<file path="src/rtl/mezclador_ecualizador_pkg.sv">
`default_nettype none
// ============================================================================
// Module   : mezclador_ecualizador_pkg
// Purpose  : Shared constants and types for the per-band gain/mix stage.
//            Fixed-point format is Q(MAGNITUD).(DECIMAL) plus a sign bit.
//            Build option MEZCLA_SATURACION_EN is consumed by saturador_q.
// Contents : MAGNITUD, DECIMAL, N, ACC_W, UNO, SAT_MAX, SAT_MIN, estado_t
// Revision : 1.0 - initial release
// ============================================================================
package mezclador_ecualizador_pkg;

  localparam int MAGNITUD = 8;
  localparam int DECIMAL  = 14;
  localparam int N        = MAGNITUD + DECIMAL + 1;
  // Two guard bits: three full-scale products cannot overflow the sum.
  localparam int ACC_W    = 2 * N + 2;

  localparam logic        [N-1:0] UNO     = N'(1) << DECIMAL;
  localparam logic signed [N-1:0] SAT_MAX = {1'b0, {(N-1){1'b1}}};
  localparam logic signed [N-1:0] SAT_MIN = {1'b1, {(N-1){1'b0}}};

  typedef enum logic [2:0] {
    IDLE  = 3'd0,
    MAC_B = 3'd1,
    MAC_M = 3'd2,
    MAC_A = 3'd3,
    SAT   = 3'd4
  } estado_t;

endpackage
`default_nettype wire

</file>
<file path="src/rtl/saturador_q.sv">
`default_nettype none
// ============================================================================
// Module   : saturador_q
// Purpose  : Combinational rescale of the wide accumulator back to the Q
//            format: arithmetic shift right by DECIMAL (floor, no rounding)
//            followed by a clamp to [SAT_MIN, SAT_MAX].
//            Macro MEZCLA_SATURACION_EN: when undefined the clamp is removed
//            and the result is the low N bits of the shifted value (wraps).
// Ports    : acc_i  [ACC_W-1:0]  signed accumulator
//            dato_o [N-1:0]      signed result in Q format
// Revision : 1.0 - initial release
// ============================================================================
module saturador_q
  import mezclador_ecualizador_pkg::*;
(
  input  logic [ACC_W-1:0] acc_i,
  output logic [N-1:0]     dato_o
);

  logic signed [ACC_W-1:0] w_desplazado;

  assign w_desplazado = $signed(acc_i) >>> DECIMAL;

`ifdef MEZCLA_SATURACION_EN
  // Limits sign-extended to the accumulator width for a signed compare.
  localparam logic signed [ACC_W-1:0] LIM_MAX = ACC_W'(SAT_MAX);
  localparam logic signed [ACC_W-1:0] LIM_MIN = ACC_W'(SAT_MIN);

  always_comb begin
    dato_o = w_desplazado[N-1:0];
    if (w_desplazado > LIM_MAX) begin
      dato_o = SAT_MAX;
    end else if (w_desplazado < LIM_MIN) begin
      dato_o = SAT_MIN;
    end
  end
`else
  assign dato_o = w_desplazado[N-1:0];
`endif

endmodule
`default_nettype wire

</file>
<file path="src/rtl/mezclador_ecualizador.sv">
`default_nettype none
// ============================================================================
// Module   : mezclador_ecualizador
// Purpose  : Multiplies the low/mid/high band samples by their gains, sums
//            the three products and rescales to Q format. One shared
//            multiplier is sequenced by a five-state FSM; latency is 4 clocks
//            from the accepted enable to valid_out.
//            Macro MEZCLA_SATURACION_EN selects clamping (defined) or
//            two's-complement wrap (undefined) of the final result.
// Ports    : clk, reset (sync, active-high), enable (sample strobe)
//            Data_In_bajos/medios/altos [N-1:0] band samples
//            gain_bajos/medios/altos    [N-1:0] band gains
//            Data_Out [N-1:0], valid_out (1-cycle pulse), overrun (sticky)
// Revision : 1.0 - initial release
// ============================================================================
module mezclador_ecualizador
  import mezclador_ecualizador_pkg::*;
(
  input  logic         clk,
  input  logic         reset,
  input  logic         enable,
  input  logic [N-1:0] Data_In_bajos,
  input  logic [N-1:0] Data_In_medios,
  input  logic [N-1:0] Data_In_altos,
  input  logic [N-1:0] gain_bajos,
  input  logic [N-1:0] gain_medios,
  input  logic [N-1:0] gain_altos,
  output logic [N-1:0] Data_Out,
  output logic         valid_out,
  output logic         overrun
);

  estado_t            estado_q, estado_d;
  logic [N-1:0]       dato_b_q, dato_b_d, dato_m_q, dato_m_d, dato_a_q, dato_a_d;
  logic [N-1:0]       gan_b_q, gan_b_d, gan_m_q, gan_m_d, gan_a_q, gan_a_d;
  logic [ACC_W-1:0]   acc_q, acc_d;
  logic [N-1:0]       data_out_q, data_out_d;
  logic               valid_q, valid_d;
  logic               overrun_q, overrun_d;

  logic signed [N-1:0]     w_op_dato, w_op_gan;
  logic signed [2*N-1:0]   w_prod;
  logic        [ACC_W-1:0] w_prod_ext;
  logic        [N-1:0]     w_sat;

  // Operand mux for the shared multiplier; kept apart from the FSM block so
  // the product feeds the accumulator without a combinational self-loop.
  always_comb begin
    w_op_dato = dato_b_q;
    w_op_gan  = gan_b_q;
    case (estado_q)
      MAC_M: begin
        w_op_dato = dato_m_q;
        w_op_gan  = gan_m_q;
      end
      MAC_A: begin
        w_op_dato = dato_a_q;
        w_op_gan  = gan_a_q;
      end
      default: begin
        w_op_dato = dato_b_q;
        w_op_gan  = gan_b_q;
      end
    endcase
  end

  assign w_prod     = w_op_dato * w_op_gan;
  assign w_prod_ext = {{(ACC_W-2*N){w_prod[2*N-1]}}, w_prod};

  saturador_q u_saturador (
    .acc_i  (acc_q),
    .dato_o (w_sat)
  );

  always_comb begin
    estado_d   = estado_q;
    dato_b_d   = dato_b_q;
    dato_m_d   = dato_m_q;
    dato_a_d   = dato_a_q;
    gan_b_d    = gan_b_q;
    gan_m_d    = gan_m_q;
    gan_a_d    = gan_a_q;
    acc_d      = acc_q;
    data_out_d = data_out_q;
    valid_d    = 1'b0;
    // Any strobe outside IDLE is dropped and flagged until reset.
    overrun_d  = overrun_q | (enable & (estado_q != IDLE));

    case (estado_q)
      IDLE: begin
        if (enable) begin
          dato_b_d = Data_In_bajos;
          dato_m_d = Data_In_medios;
          dato_a_d = Data_In_altos;
          gan_b_d  = gain_bajos;
          gan_m_d  = gain_medios;
          gan_a_d  = gain_altos;
          estado_d = MAC_B;
        end
      end
      MAC_B: begin
        acc_d    = w_prod_ext;
        estado_d = MAC_M;
      end
      MAC_M: begin
        acc_d    = acc_q + w_prod_ext;
        estado_d = MAC_A;
      end
      MAC_A: begin
        acc_d    = acc_q + w_prod_ext;
        estado_d = SAT;
      end
      SAT: begin
        data_out_d = w_sat;
        valid_d    = 1'b1;
        estado_d   = IDLE;
      end
      default: begin
        estado_d = IDLE;
      end
    endcase
  end

  always_ff @(posedge clk) begin
    if (reset) begin
      estado_q   <= IDLE;
      dato_b_q   <= '0;
      dato_m_q   <= '0;
      dato_a_q   <= '0;
      gan_b_q    <= '0;
      gan_m_q    <= '0;
      gan_a_q    <= '0;
      acc_q      <= '0;
      data_out_q <= '0;
      valid_q    <= 1'b0;
      overrun_q  <= 1'b0;
    end else begin
      estado_q   <= estado_d;
      dato_b_q   <= dato_b_d;
      dato_m_q   <= dato_m_d;
      dato_a_q   <= dato_a_d;
      gan_b_q    <= gan_b_d;
      gan_m_q    <= gan_m_d;
      gan_a_q    <= gan_a_d;
      acc_q      <= acc_d;
      data_out_q <= data_out_d;
      valid_q    <= valid_d;
      overrun_q  <= overrun_d;
    end
  end

  assign Data_Out  = data_out_q;
  assign valid_out = valid_q;
  assign overrun   = overrun_q;

endmodule
`default_nettype wire
</file>
<file path="config.mk">
export PLATFORM = sky130hd
export DESIGN_NAME = mezclador_ecualizador
export DESIGN_NICKNAME = d
export VERILOG_FILES = /design/src/rtl/mezclador_ecualizador_pkg.sv /design/src/rtl/saturador_q.sv /design/src/rtl/mezclador_ecualizador.sv
export SDC_FILE = /design/constraint.sdc
export NUM_CORES = 2
export LEC_CHECK = 0
export CORE_MARGIN = 8
export CORE_UTILIZATION = 55
export DETAILED_ROUTE_END_ITERATION = 12
export PLACE_DENSITY = 0.7
export SETUP_SLACK_MARGIN = 0.05
export SLEW_MARGIN = 15
export SYNTH_ARGS = -nofsm -noshare
export SYNTH_HDL_FRONTEND = slang
export SYNTH_HIERARCHICAL = 1
export SYNTH_SLANG_ARGS = --single-unit
</file>
<file path="constraint.sdc">
create_clock -name clk -period 12.52 [get_ports clk]
set_clock_uncertainty 0.05 [all_clocks]
set_input_delay 2.504 -clock clk [delete_from_list [all_inputs] [get_ports clk]]
set_output_delay 2.504 -clock clk [all_outputs]
set_load 0.05 [all_outputs]
</file>
; Yosys cells after proc, flatten, opt, wreduce, memory -nomap -nowiden
; Index checks and enable logic that the tools add are counted.
[word_totals]
reg_bits = 214
latch_bits = 0
ram_bits = 0
romBits = 0
output_inout_bits = 25
n_memories = 0
[op_classes]
add_sub_neg = 1
mul = 1
div_mod_pow = 0
n_lt_le_gt_ge = 0
eq_ne = 5
shifts = 0
mux = 6
bitwise_logic = 2
reduce_logical = 5
[op_table]
columns = op, n
row1 = case mux 48 bit (2 select lines), 1
row2 = case mux 23 bit (2 select lines), 2
row3 = adder 48 bit, 1
row4 = multiplier 23 x 23 -> 46 bit, 1
row5 = case mux 3 bit (4 select lines), 1
row6 = == test 3 x 2 -> 1 bit (second input constant), 2
row7 = == test 3 x 1 -> 1 bit (second input constant), 1
row8 = == test 3 bit (second input constant), 1
row9 = zero test 3 bit, 1
row10 = 2-to-1 mux 3 bit, 1
row11 = nonzero test 3 bit, 1
row12 = != test 2 bit (second input constant), 1
row13 = AND reduction 2 bit, 1
row14 = nonzero test 2 bit, 1
row15 = OR reduction 2 bit, 1
row16 = bitwise AND 1 bit, 1
row17 = 2-to-1 mux 1 bit, 1
row18 = OR 1 bit, 1

; Longest topological paths before layout
[logic_depth]
ltp_word = 5
mapped_depth = 43
ltp_nobuf = 39

; Modules after synthesis
; Netlist, hierarchy kept.
[by_module_without_submodules]
columns = module, instances, cells_per_inst, area_each_um2, seq_area_each_um2
row1 = mezclador_ecualizador, 1, 3672, 30534.3, 4284.1
row2 = saturador_q, 1, 23, 172.7, 0.0

; Least setup slack after synthesis
; Ideal clock, no wire load.
[synth_timing]
kind = register -> register
from = register estado_q[0]
to = register acc_q[47]
setup_time_ps = 70
t_arrival_ps = 10012
path_slack_ps = 2388
stages_incl_launch_ff = 41
path_buffers = 5
synth_period_minus_slack_ps = 10132
path_cell_list = dfxtp_1 clkbuf_1 buf_2 buf_1 mux2i_1 o21ai_1 clkbuf_1 nand2_1 fa_1 inv_1 fa_1 fa_1 fa_1 fa_1 fa_1 inv_1 fa_1 inv_1 (+5 left out) a211o_1 a31oi_1 o21ai_1 a31oi_2 xnor2_1 ha_1 clkbuf_1 a21o_1 a21o_1 a21o_1 a21o_1 a21oi_1 o21ai_0 a21oi_1 o21ai_1 or4b_1 a21o_1 a21oi_1
[synth_via]
elab_chain_len = 5
word_cells_on_any_way = 10
cone_classes = add/sub: 1 / mul: 1 / eq/ne: 3 / mux: 3 / reduce/logical: 2
[synth_lines]
columns = element, line_no
row1 = from (decl), mezclador_ecualizador.sv:33  ; estado_t estado_q, estado_d;
row2 = from (signal assigned), mezclador_ecualizador.sv:138  ; estado_q <= estado_d;
row3 = == test 3 x 2 -> 1 bit, "mezclador_ecualizador.sv:51, mezclador_ecualizador.sv:89"
row4 = case mux 23 bit (2 select lines), mezclador_ecualizador.sv:51  ; case (estado_q)
row5 = multiplier 23 x 23 -> 46 bit, mezclador_ecualizador.sv:67  ; assign w_prod = w_op_dato * w_op_gan;
row6 = adder 48 bit, "mezclador_ecualizador.sv:106, mezclador_ecualizador.sv:110"
row7 = case mux 48 bit (2 select lines), mezclador_ecualizador.sv:89  ; case (estado_q)
row8 = to (signal assigned), mezclador_ecualizador.sv:133  ; acc_q <= '0;
row9 = to (signal assigned), mezclador_ecualizador.sv:145  ; acc_q <= acc_d;
row10 = to (decl), mezclador_ecualizador.sv:36  ; logic [ACC_W-1:0] acc_q, acc_d;
; Parallel ways exist; a longest one is shown, timed or not.
; A chain may end at the register's enable or synchronous reset.

; Final worst setup path
[layout_timing]
from = register estado_q[2]
to = register acc_q[34]
; Same word-level chain as after synthesis.

==> results.toml <==
[flow_run]
cap_violations = 0

[synth]
syn_area_mm2 = 0.0267
yosysWarnings = 6
netlist_instances = 3275
synth.avg_cell_area_um2 = 8.16
synth_nets = 4044

[die]
fp.dieW_um = 236
ios = 166
die-area_mm2 = 0.0559
initial_core_util = 0.559
die_h_um = 236
core_mm2 = 0.0478
row_count = 80

[hold_path]
holdCritPathClass = "reg -> reg"
min_path_cells = 2

[cts]
cts_buffers = 22
cts_root_buffer = "clkbuf_16"
clk_latency_ps = 540
postCtsHoldBufs = 0
cts_setup_buffers = 0
htree_levels = 1
post_cts_resize_count = 0
numClockSinks = 203
cts_tree = "done"
clk_pin_slew_worst_paths_ps = 60
clockBufferDepth = 3

[route]
vias = 21800
drcViolationCount = 0
drtPass1Iterations = 7
initialDrtViolationCount = 1720
antenna_left = 0
wl_um = 81500
via_per_inst = 5.56
wl_per_cell_um = 20.8

[critical_path]
worstPathMaxFanout = 74
max_stage_delay_ps = 730
setup.worst_path.start_class = "register"
cp-end-kind = "register"
critPathKind = "reg -> reg"
crit_path_top_delay_cell = "nand2b_4"
path_common_cell = "fa_1"
worst_ep_arrival_time_ps = 11430
required_ps = 12900
ff2ff_path_depth = 36

[global_route]
antenna_found_initial = 2
grt_max_degree = 114
grt_pass1_vias = 23100
grt_usage = 0.293
grt_first_pass_wirelength_um = 129000
grt-ovfl-total = 0

[placement]
dp.cells = 3884
place_hpwl_um = 64500
place_congestion = 0.960
port_buffers = 165

[layout]
num-nets-final = 4062
drive_above_1_share = 0.0357
syn_to_final_growth_pct = 10.2
stdcell_count = 3926

[timing]
max_freq_mhz = 90.5
timing.final.hold_violations = 0
worst_pin_slew_ps = 1250
setup_tns_ps = 0
rsz0062_at_grt = "false"
slew_viol_final = 0
max_slew_margin = 0.160
setup_viol = 0
min_period_ps = 11040
period_share = 0.882

[run_status]
outcome = "finished clean"

[power_and_ir_drop]
p_leak_nw = 14.1
power_density_mw_per_mm2 = 111
ir_worst_vdd_mv = 0.0976
==> cell usage in the layout (no fill, tap or decap), types with 18 or more instances in the layout <==
cell type,instances
a21oi_1,232
nand2_1,673
ha_1,153
o21a_1,40
xor2_1,30
o21ai_1,23
and2_1,20
nor2_1,298
dfxtp_1,202
fa_1,475
xnor2_1,31
buf_4,44
inv_1,560
a211oi_1,18
clkbuf_16,22
mux2i_1,46
nor3_1,20
o21ai_0,44
a21o_1,47
clkdlybuf4s50_1,164
==> area by class of cell <==
| type | instances | area [µm²] |
|---|---|---|
| timing repair buffer | 209 | 1980 |
| inverter | 561 | 2110 |
| antenna | 3 | 7.51 |
| tap | 615 | 769 |
| fill | 4214 | 18400 |
| multi-input combinational | 2296 | 19700 |
| clock buffer | 30 | 631 |
| clock inverter | 9 | 179 |
| sequential | 203 | 4070 |
==> sequential cells by signal (all words and copies together) (netlist names) <==
name and count:
acc_q 37, estado_q 3, dato_b_q 23, overrun 1, gan_b_q 23, dato_m_q 23, dato_a_q 23, valid_out 1
gan_a_q 23, Data_Out 23, gan_m_q 23
==> stage by stage <==
step,setup slack [ps],total power (W),area (µm²),util,hold slack [ps]
2_1_floorplan,3210,0.00198,26700,-,386
3_3_place_gp,1840,0.00250,28600,0.599,393
3_5_place_dp,1620,0.00253,28600,0.599,395
4_1_cts,1590,0.00326,29500,0.616,404
5_1_grt,878,0.00349,29500,0.616,420
6_report,1480,0.00327,29500,0.616,404
==> final timing paths <==
kind / slack [ps] / end / from
worst max register to register: 1480 / acc_q[34] / estado_q[2]
worst min register to register: 400 / Data_Out[1] / Data_Out[1]
worst max-delay path: 1480 / acc_q[34] / estado_q[2]
worst min-delay path: 400 / Data_Out[1] / Data_Out[1]
==> metal layers <==
| metal | vias up | track usage | wire (µm) | share of wire |
|---|---|---|---|---|
| met5 | - | 0 | 0 | 0 |
| met4 | 0 | 0.121 | 4000 | 0.049 |
| met3 | 185 | 0.0642 | 7380 | 0.091 |
| met2 | 947 | 0.473 | 37100 | 0.46 |
| met1 | 10700 | 0.380 | 33000 | 0.41 |
| li1 | 9991 | - | - | - |
==> power by group <==
group          internal (W)  switching [W]  total [W]  leakage [nW]
Sequential         0.000708      0.0000499   0.000758          1.66
Clock              0.000439       0.000284   0.000723         0.387
Combinational      0.000633        0.00115    0.00179          12.1
Total               0.00178        0.00149    0.00327          14.1
==> worst max-delay path: cells and delay by family, from the launching register on <==
family | cells | cell delay (ps)
xor gates and xnor gates | 2 | 350
buffers and inverters | 5 | 730
AOI/OAI and AO/OA | 11 | 3060
DFF | 1 | 590
adders and majority gates | 9 | 3820
and+or+nand+nor | 9 | 2280
Power figures use the tool's default switching activity.
